--- src/rtl/pipe_ctrl_pkg.sv ---
// Shared types and constants for the pipeline hazard controller.
package pipe_ctrl_pkg;

  localparam int MUL_LAT_DEFAULT = 4;
  localparam int CNT_W           = 4;

  // Mirrors OPCODE_MUL from the core opcode map in define.v.
  localparam logic [7:0] OPCODE_MUL = 8'h1A;

  typedef enum logic [1:0] {
    RUN,
    MUL_BUSY,
    MEM_WAIT
  } state_e;

  // Listed from highest to lowest priority.
  typedef enum logic [2:0] {
    HZ_NONE,
    HZ_MEM,
    HZ_BRANCH,
    HZ_MUL,
    HZ_LOAD_USE
  } hazard_e;

endpackage

--- src/rtl/hazard_ctrl_mul_occ_counter.sv ---
// Down-counter tracking how many more EX cycles an in-flight MUL occupies.
module mul_occ_counter
  import pipe_ctrl_pkg::*;
(
  input  logic             clk,
  input  logic             rst_n,
  input  logic             clr,
  input  logic             load,
  input  logic             dec,
  input  logic [CNT_W-1:0] load_val,
  output logic [CNT_W-1:0] cnt,
  output logic             last,
  output logic             zero
);

  logic [CNT_W-1:0] cnt_d;
  logic [CNT_W-1:0] cnt_q;

  always_comb begin
    cnt_d = cnt_q;
    if (clr) begin
      cnt_d = '0;
    end else if (load) begin
      cnt_d = load_val;
    end else if (dec && (cnt_q != '0)) begin
      cnt_d = cnt_q - 1'b1;
    end
  end

  always_ff @(posedge clk) begin
    if (!rst_n) begin
      cnt_q <= '0;
    end else begin
      cnt_q <= cnt_d;
    end
  end

  assign cnt  = cnt_q;
  assign last = (cnt_q == CNT_W'(1));
  assign zero = (cnt_q == '0);

endmodule

--- src/rtl/hazard_ctrl.sv ---
// Pipeline hazard controller: sole owner of stall, freeze and flush decisions
// for load-use, MUL occupancy, data-memory misses and taken branches.
module hazard_ctrl
  import pipe_ctrl_pkg::*;
#(
  parameter int MUL_LAT = MUL_LAT_DEFAULT,
  parameter int REG_W   = 5
) (
  input  logic             clk,
  input  logic             rst_n,
  input  logic [7:0]       id_opcode,
  input  logic [REG_W-1:0] id_rs1,
  input  logic [REG_W-1:0] id_rs2,
  input  logic             id_uses_rs2,
  input  logic [7:0]       ex_opcode,
  input  logic             ex_memread,
  input  logic [REG_W-1:0] ex_rd,
  input  logic             mem_req,
  input  logic             mem_ready,
  input  logic             br_taken,
  output logic             id_stall,
  output logic             pc_write,
  output logic             ifid_write,
  output logic             flush_ifid,
  output logic             flush_idex,
  output logic             ex_hold,
  output logic             mem_hold,
  output logic             busy
);

  localparam bit               MUL_STALLS = (MUL_LAT > 1);
  localparam logic [CNT_W-1:0] MUL_INIT   = CNT_W'(MUL_LAT - 1);

  state_e           state_q;
  state_e           state_d;
  state_e           eff_state;
  hazard_e          hz;
  logic             miss;
  logic             load_use;
  logic             mul_start;
  logic             cnt_clr;
  logic             cnt_load;
  logic             cnt_dec;
  logic [CNT_W-1:0] cnt;
  logic             cnt_last;
  logic             cnt_zero;

  // The ID opcode is part of the core's hazard interface; no current rule needs it.
  logic unused_id_opcode;
  assign unused_id_opcode = ^id_opcode;

  mul_occ_counter u_mul_cnt (
    .clk      (clk),
    .rst_n    (rst_n),
    .clr      (cnt_clr),
    .load     (cnt_load),
    .dec      (cnt_dec),
    .load_val (MUL_INIT),
    .cnt      (cnt),
    .last     (cnt_last),
    .zero     (cnt_zero)
  );

  // A wait resumes into whatever the frozen counter says was in progress.
  always_comb begin
    miss      = mem_req & ~mem_ready;
    eff_state = state_q;
    if (state_q == MEM_WAIT) begin
      eff_state = cnt_zero ? RUN : MUL_BUSY;
    end
    load_use  = ex_memread && (ex_rd != '0) &&
                ((ex_rd == id_rs1) || (id_uses_rs2 && (ex_rd == id_rs2)));
    mul_start = MUL_STALLS && (eff_state == RUN) && (ex_opcode == OPCODE_MUL);

    hz = HZ_NONE;
    if (miss) begin
      hz = HZ_MEM;
    end else if (br_taken) begin
      hz = HZ_BRANCH;
    end else if (mul_start || ((eff_state == MUL_BUSY) && (cnt > CNT_W'(1)))) begin
      hz = HZ_MUL;
    end else if ((eff_state == RUN) && load_use) begin
      hz = HZ_LOAD_USE;
    end
  end

  always_comb begin
    id_stall   = 1'b0;
    pc_write   = 1'b1;
    ifid_write = 1'b1;
    flush_ifid = 1'b0;
    flush_idex = 1'b0;
    ex_hold    = 1'b0;
    mem_hold   = 1'b0;
    state_d    = eff_state;
    cnt_clr    = 1'b0;
    cnt_load   = 1'b0;
    cnt_dec    = 1'b0;

    if (eff_state == MUL_BUSY) begin
      cnt_dec = 1'b1;
      if (cnt <= CNT_W'(1)) begin
        state_d = RUN;
      end
    end

    case (hz)
      HZ_MEM: begin
        id_stall   = 1'b1;
        pc_write   = 1'b0;
        ifid_write = 1'b0;
        ex_hold    = 1'b1;
        mem_hold   = 1'b1;
        cnt_dec    = 1'b0;
        state_d    = MEM_WAIT;
      end
      HZ_BRANCH: begin
        id_stall   = 1'b1;
        flush_ifid = 1'b1;
        flush_idex = 1'b1;
        cnt_clr    = 1'b1;
        cnt_dec    = 1'b0;
        state_d    = RUN;
      end
      HZ_MUL: begin
        id_stall   = 1'b1;
        pc_write   = 1'b0;
        ifid_write = 1'b0;
        ex_hold    = 1'b1;
        if (mul_start) begin
          cnt_load = 1'b1;
          cnt_dec  = 1'b0;
          state_d  = MUL_BUSY;
        end
      end
      HZ_LOAD_USE: begin
        id_stall   = 1'b1;
        pc_write   = 1'b0;
        ifid_write = 1'b0;
      end
      default: ;
    endcase

    if (!rst_n) begin
      id_stall   = 1'b1;
      pc_write   = 1'b0;
      ifid_write = 1'b0;
      flush_ifid = 1'b1;
      flush_idex = 1'b1;
      ex_hold    = 1'b0;
      mem_hold   = 1'b0;
      cnt_clr    = 1'b1;
      cnt_load   = 1'b0;
      cnt_dec    = 1'b0;
      state_d    = RUN;
    end
  end

  always_ff @(posedge clk) begin
    if (!rst_n) begin
      state_q <= RUN;
    end else begin
      state_q <= state_d;
    end
  end

  assign busy = rst_n && (state_q != RUN);

endmodule

--- config.mk ---
export PLATFORM = sky130hd
export DESIGN_NAME = hazard_ctrl
export DESIGN_NICKNAME = d
export VERILOG_FILES = /design/src/rtl/pipe_ctrl_pkg.sv /design/src/rtl/hazard_ctrl_mul_occ_counter.sv /design/src/rtl/hazard_ctrl.sv
export SDC_FILE = /design/constraint.sdc
export NUM_CORES = 1
export LEC_CHECK = 0
export BUFFER_PORTS_ARGS = -buffer_cell sky130_fd_sc_hd__buf_2
export CAP_MARGIN = 15
export CORE_UTILIZATION = 38
export DETAILED_ROUTE_END_ITERATION = 12
export PLACE_DENSITY_LB_ADDON = 0.15
export SETUP_SLACK_MARGIN = 0.1
export SLEW_MARGIN = 20
export SYNTH_ARGS = -nofsm -noshare
export SYNTH_HDL_FRONTEND = slang
export SYNTH_SLANG_ARGS = --single-unit
--- constraint.sdc ---
create_clock -name clk -period 1.8 [get_ports clk]
set_input_delay 0.09 -clock clk [delete_from_list [all_inputs] [get_ports clk]]
set_output_delay 0.09 -clock clk [all_outputs]
set_load 0.005 [all_outputs]
# Yosys cells after proc, flatten, opt, wreduce, memory -nomap -nowiden
# Cells that the tools add are included.
[op_classes] addsub=1 magnitude_cmp=2 eq_ne=9 n_mux=29 bitwise_logic=3 n_reduce_logical=22
[op_table] op="1-bit two-way mux" n=17
[op_table] op="2-bit two-way mux" n=6
[op_table] op="3-bit two-way mux" n=4
[op_table] op="5-bit equality test" n=2
[op_table] op="8-bit by 5-bit equality test with 1-bit output (second input constant)" n=1
[op_table] op="1-bit logical AND" n=8
[op_table] op="3-bit by 2-bit equality test with 1-bit output (second input constant)" n=2
[op_table] op="2-bit case mux with 3 select lines" n=1
[op_table] op="2-bit OR reduction" n=3
[op_table] op="3-bit OR reduction" n=2
[op_table] op="5-bit nonzero test" n=1
[op_table] op="4-bit by 1-bit > comparator with 1-bit output (second input constant)" n=1
[op_table] op="4-bit by 1-bit <= comparator with 1-bit output (second input constant)" n=1
[op_table] op="4-bit logical NOT" n=1
[op_table] op="2-bit nonzero test" n=2
[op_table] op="4-bit nonzero test" n=1
[op_table] op="4-bit OR reduction" n=1
[op_table] op="4-bit by 1-bit subtractor with 4-bit output (second input constant)" n=1
[op_table] op="3-bit by 1-bit equality test with 1-bit output (second input constant)" n=1
[op_table] op="3-bit equality test (second input constant)" n=1
[op_table] op="2-bit by 1-bit equality test with 1-bit output (second input constant)" n=1
[op_table] op="2-bit equality test (second input constant)" n=1
[op_table] op="2-bit logical NOT" n=1
[op_table] op="1-bit logical OR" n=2
[op_table] op="3 further kinds" n=4
[word_totals] regBits=6 in_bits=38 output_inout_bits=8 word_cells=69

# Logic depth before layout (Yosys ltp)
[depth] ltp_word=16 depth_mapped=7 ltp_nobuf=6

# Hierarchy
# A second synthesis with hierarchy kept.
[hier_totals] cells_unflattened=86 area_unflattened_um2=656.9
[by_module_without_submodules] module="hazard_ctrl" instances=1 cells_each=52 area_per_inst_um2=366.6 seq_area_each_um2=40.0
[by_module_without_submodules] module="mul_occ_counter" instances=1 cells_each=34 area_per_inst_um2=290.3 seq_area_each_um2=80.1

# Least setup slack after synthesis
# Ideal clock, no wire load.
[synth_timing] kind="flip-flop to output port" start="register u_mul_cnt.cnt_q[0], in the netlist u_mul_cnt.cnt[0]" end="output port pc_write" arrival_time_ps=1651 required_time_ps=1710 setup_slack_ps=59 stages_incl_launch_ff=8 n_path_buf=1 path_cell_list="dfxtp_1 > inv_1 > ha_1 > nor3b_1 > o2111ai_1 > a21oi_1 > a211oi_1 > buf_4"
[synth_via] elab_chain_cells=13 elab_cells_between_ends=20 cone_classes="order compare: 1; eq/ne: 4; mux: 8; reduce/logical: 7"
[synth_lines] element="from (decl)" line_no="hazard_ctrl_mul_occ_counter.sv:17" rtl="logic [CNT_W-1:0] cnt_q;"
[synth_lines] element="from (signal assigned)" line_no="hazard_ctrl_mul_occ_counter.sv:34" rtl="cnt_q <= cnt_d;"
[synth_lines] element="4-bit logical NOT" line_no="hazard_ctrl_mul_occ_counter.sv:40" rtl="assign zero = (cnt_q == '0);"
[synth_lines] element="1-bit two-way mux" line_no="hazard_ctrl.sv:69" rtl="eff_state = cnt_zero ? RUN : MUL_BUSY;"
[synth_lines] element="2-bit two-way mux" line_no="hazard_ctrl.sv:68" rtl="if (state_q == MEM_WAIT) begin"
[synth_lines] element="2-bit by 1-bit equality test with 1-bit output or 2-bit logical NOT (tied branches)" line_no="hazard_ctrl.sv:80, hazard_ctrl.sv:73, hazard_ctrl.sv:82"
[synth_lines] element="1-bit logical AND (on tied branches)" line_no="hazard_ctrl.sv:80, hazard_ctrl.sv:73, hazard_ctrl.sv:82"
[synth_lines] element="1-bit logical OR or 3-bit two-way mux (tied branches)" line_no="hazard_ctrl.sv:80, hazard_ctrl.sv:82"
[synth_lines] element="3-bit two-way mux *" line_no="hazard_ctrl.sv:80" rtl="end else if (mul_start || ((eff_state == MUL_BUSY) && (cnt > CNT_W'(1)))) begin"
[synth_lines] element="3-bit two-way mux *" line_no="hazard_ctrl.sv:78" rtl="end else if (br_taken) begin"
[synth_lines] element="3-bit two-way mux *" line_no="hazard_ctrl.sv:76" rtl="if (miss) begin"
[synth_lines] element="3-bit by 2-bit equality test with 1-bit output (tied with other cells)"
[synth_lines] element="3-bit OR reduction (no line) *"
[synth_lines] element="1-bit two-way mux * (2 in series)"
[synth_lines] element="to (decl)" line_no="hazard_ctrl.sv:22" rtl="output logic pc_write,"
# Mark *: on every way between the ends. The rest lies on a longest branch, timed or not.

# Final worst setup path
[layout_timing] start="register u_mul_cnt.cnt_q[1], in the netlist u_mul_cnt.cnt[1]" end="output port ex_hold"
[layout_via] elab_chain_cells=13 elab_cells_between_ends=19 cone_classes="order compare: 1; eq/ne: 3; mux: 8; reduce/logical: 7"
[layout_lines] element="4-bit logical NOT" line_no="hazard_ctrl_mul_occ_counter.sv:40"
[layout_lines] element="1-bit two-way mux" line_no="hazard_ctrl.sv:69"
[layout_lines] element="2-bit two-way mux" line_no="hazard_ctrl.sv:68"
[layout_lines] element="2-bit by 1-bit equality test with 1-bit output or 2-bit logical NOT (tied branches)" line_no="hazard_ctrl.sv:80, hazard_ctrl.sv:73, hazard_ctrl.sv:82"
[layout_lines] element="1-bit logical AND (on tied branches)" line_no="hazard_ctrl.sv:80, hazard_ctrl.sv:73, hazard_ctrl.sv:82"
[layout_lines] element="1-bit logical OR or 3-bit two-way mux (tied branches)" line_no="hazard_ctrl.sv:80, hazard_ctrl.sv:82"
[layout_lines] element="3-bit two-way mux *" line_no="hazard_ctrl.sv:80"
[layout_lines] element="3-bit two-way mux *" line_no="hazard_ctrl.sv:78"
[layout_lines] element="3-bit two-way mux *" line_no="hazard_ctrl.sv:76"
[layout_lines] element="3-bit by 2-bit equality test with 1-bit output or 3-bit by 1-bit equality test with 1-bit output (tied branches)" line_no="hazard_ctrl.sv:107" rtl="case (hz)"
[layout_lines] element="2-bit OR reduction (no line) *"
[layout_lines] element="1-bit two-way mux *" line_no="hazard_ctrl.sv:107"
[layout_lines] element="1-bit two-way mux *" line_no="hazard_ctrl.sv:144" rtl="if (!rst_n) begin"
[layout_lines] element="to (decl)" line_no="hazard_ctrl.sv:26" rtl="output logic ex_hold,"
# Marks and branches as above.

==> results.toml <==
[synthesis]
yosys.area.top_type_share = 0.200
synth.area.top_cells = "dfxtp_1 (20%), xnor2_1 (15%), nand2_1 (4.4%), ha_1 (4.2%), or3_2 (3.8%)"
synth-xor-area-share = 0.160
yosysTopAreaCell = "dfxtp_1"
synth_area_um2 = 601
syn_nets = 116
synth.avg_cell_area_um2 = 7.90
synth_mux_area_frac = 0
yosys_warnings = 0
async_reset_ff_frac = 0
synth_cells = 76
synth_compound_area_frac = 0.250
yosys.area_share.simple = 0.283
synth.distinct_cells = 36
ys_seq_elements = 6
synth-edff-count = 0
synth_top_family_by_area = "simple AND/OR/NAND/NOR gates"
synth-main-ff-cell = "dfxtp_1"
yosys.area_share.adder = 0.0417
synth-seq-area-share = 0.200

[setup_path]
crit_type = "flip-flop to primary output"
cp_data_arrival_time_ps = 1660
crit_path_start = "u_mul_cnt.cnt[1]"
start_kind = "flip-flop"
reg2reg_to = "u_mul_cnt.cnt[0]"
reg2reg_depth = 7
reg2reg_from = "u_mul_cnt.cnt[1]"
required_ps = 1710
critical_path.endpoint = "ex_hold"
r2r_setup_slack_ps = 90
path_max_fanout = 4
end_kind = "primary output"

[run]
maxCapViolCount = 0

[sta]
setup_violations = 0
worst_pin_slew_ps = 533
finalHoldViolations = 0
finClkSkew_ps = 2.49
fin_ws_ps = 46.6
slew_viol_final = 0
holdWs_ps = 154
slew_headroom = 0.639
rsz0062_at_grt = "yes"
fin_setup_tns_ps = 0
finalCriticalPeriod_ps = 1750
fin_crit_sh = 0.974
max_freq_mhz = 570

[routing]
first_pass_iters = 4
wl_met1_um = 713
drtIter0Drc = 14
drt-total-wl_um = 1590
wl_met3_um = 74
postRouteAntennaNets = 0
vias = 707
vias_per_cell = 5.36
drc = 0
highest_layer = "met4"
wl_per_cell_um = 12.1
wl_met2_um = 777

[global_routing]
grt_pass1_wl_um = 2420
globalRouteOverflowTotal = 0
grt_usage = 0.180
grt_max_degree = 13
antenna_found_initial = 0
grt_pass1_vias = 622

[floorplanning]
die_h_um = 41.8
core-area_um2 = 1380
rows = 13
start_util = 0.434
die_x_um = 41.8
die-area_um2 = 1740
io_pins = 46

[clock_tree]
insertion_delay_ps = 250
cts_sinks = 6
cts_max_path_buffers = 2
path_clk_slew_ps = 40
tritoncts = "built"
cts_buffers = 3
cts_root_buf = "clkbuf_4"
cts_htree_levels = 1

[placed_design]
dp_worst_setup_slack_ps = 8.88
io_buffers = 37
place_hpwl_um = 1210
gp_congestion = 0.732

[final_layout]
final_net_count = 159
area_growth_pct = 51.7
antenna_cells = 0
seqCellArea_um2 = 123
fillers = 128
multiInputGateArea_um2 = 513
layout_common_cells = "buf_2 (37), xnor2_1 (10), nand2_1 (7), buf_4 (4), dfxtp_1 (4)"
drive_above_1_share = 0.547
layout_commonest_cell = "buf_2"

[hold_path]
hold_class = "input port to flip-flop"
min_path_cells = 2

[pwr]
powerDensity_nw_per_um2 = 403
peakVddDrop_v = 0.000280
power_leakage_nw = 0.397

[outcome]
outcome = "finished clean"
worst max-delay path, cell delays in order, from the launching register on:
cell,delay [ps]
dfxtp_2,320
inv_2,70
ha_4,130
nor3b_4,260
o2111ai_4,180
a21oi_2,230
o21a_1,120
buf_2,100
logic make-up (layout without fill, tap and decap cells):
family,count (synthesis),count (layout)
compound gates,21,21
simple gates,28,28
buf+inv,8,49
xor+xnor,11,11
fa+ha+maj,2,2
flops,6,6
per-layer routing:
layer	track usage	vias to the layer above
li1	-	360
met5	0	-
met3	0.0652	4
met4	0.0645	0
met2	0.278	25
met1	0.228	318
sequential cells by signal, indices dropped and copies added, names as in the netlist:
name           count
state_q            2
u_mul_cnt.cnt      4
per-stage QoR:
step / power (mW) / utilization / area, µm² / std cells
6_report: 0.367 / 0.659 / 911 / 132
5_1_grt: 0.388 / 0.659 / 911 / 132
4_1_cts: 0.363 / 0.639 / 883 / 132
3_5_place_dp: 0.241 / 0.582 / 805 / 127
3_3_place_gp: 0.239 / 0.582 / 805 / 127
2_1_floorplan: 0.192 / - / 606 / 76
worst min-delay path by stage:
stage | start | end | slack [ps]
after global routing | rst_n | state_q[1] | 170
after global placement | rst_n | state_q[1] | 410
after CTS | rst_n | state_q[1] | 150
final | rst_n | state_q[1] | 150
after floorplan | rst_n | state_q[1] | 210
after detailed placement | rst_n | state_q[1] | 410
report_power, final:
group | internal (mW) | total [mW] | switching (mW)
Sequential | 0.134 | 0.135 | 0.000940
Combinational | 0.0581 | 0.106 | 0.0483
Clock | 0.0755 | 0.125 | 0.0496
cell usage after synthesis (2+ instances only):
cell type	count
or3_2	3
xnor2_1	10
inv_1	5
o21ai_0	4
a21oi_1	2
nor2_1	2
buf_4	2
and2_1	2
a31oi_1	3
o21a_1	2
o31ai_1	2
nand2_1	7
dfxtp_1	6
nand2b_2	2
or4_1	2
ha_1	2
layout make-up:
class	count	share of cell area
timing repair buffer	41	0.236
multi-input combinational	62	0.563
tap	15	0.0206
clock buffer	3	0.0247
inverter	5	0.0206
sequential	6	0.135
timing repair:
action	CTS	global route
buffers inserted	2	0
pin swaps	6	4
resized for setup	11	5
setup endpoints to repair	7	8
hold buffers	0	0
gates cloned	0	0
Power figures use the tool's default switching activity.
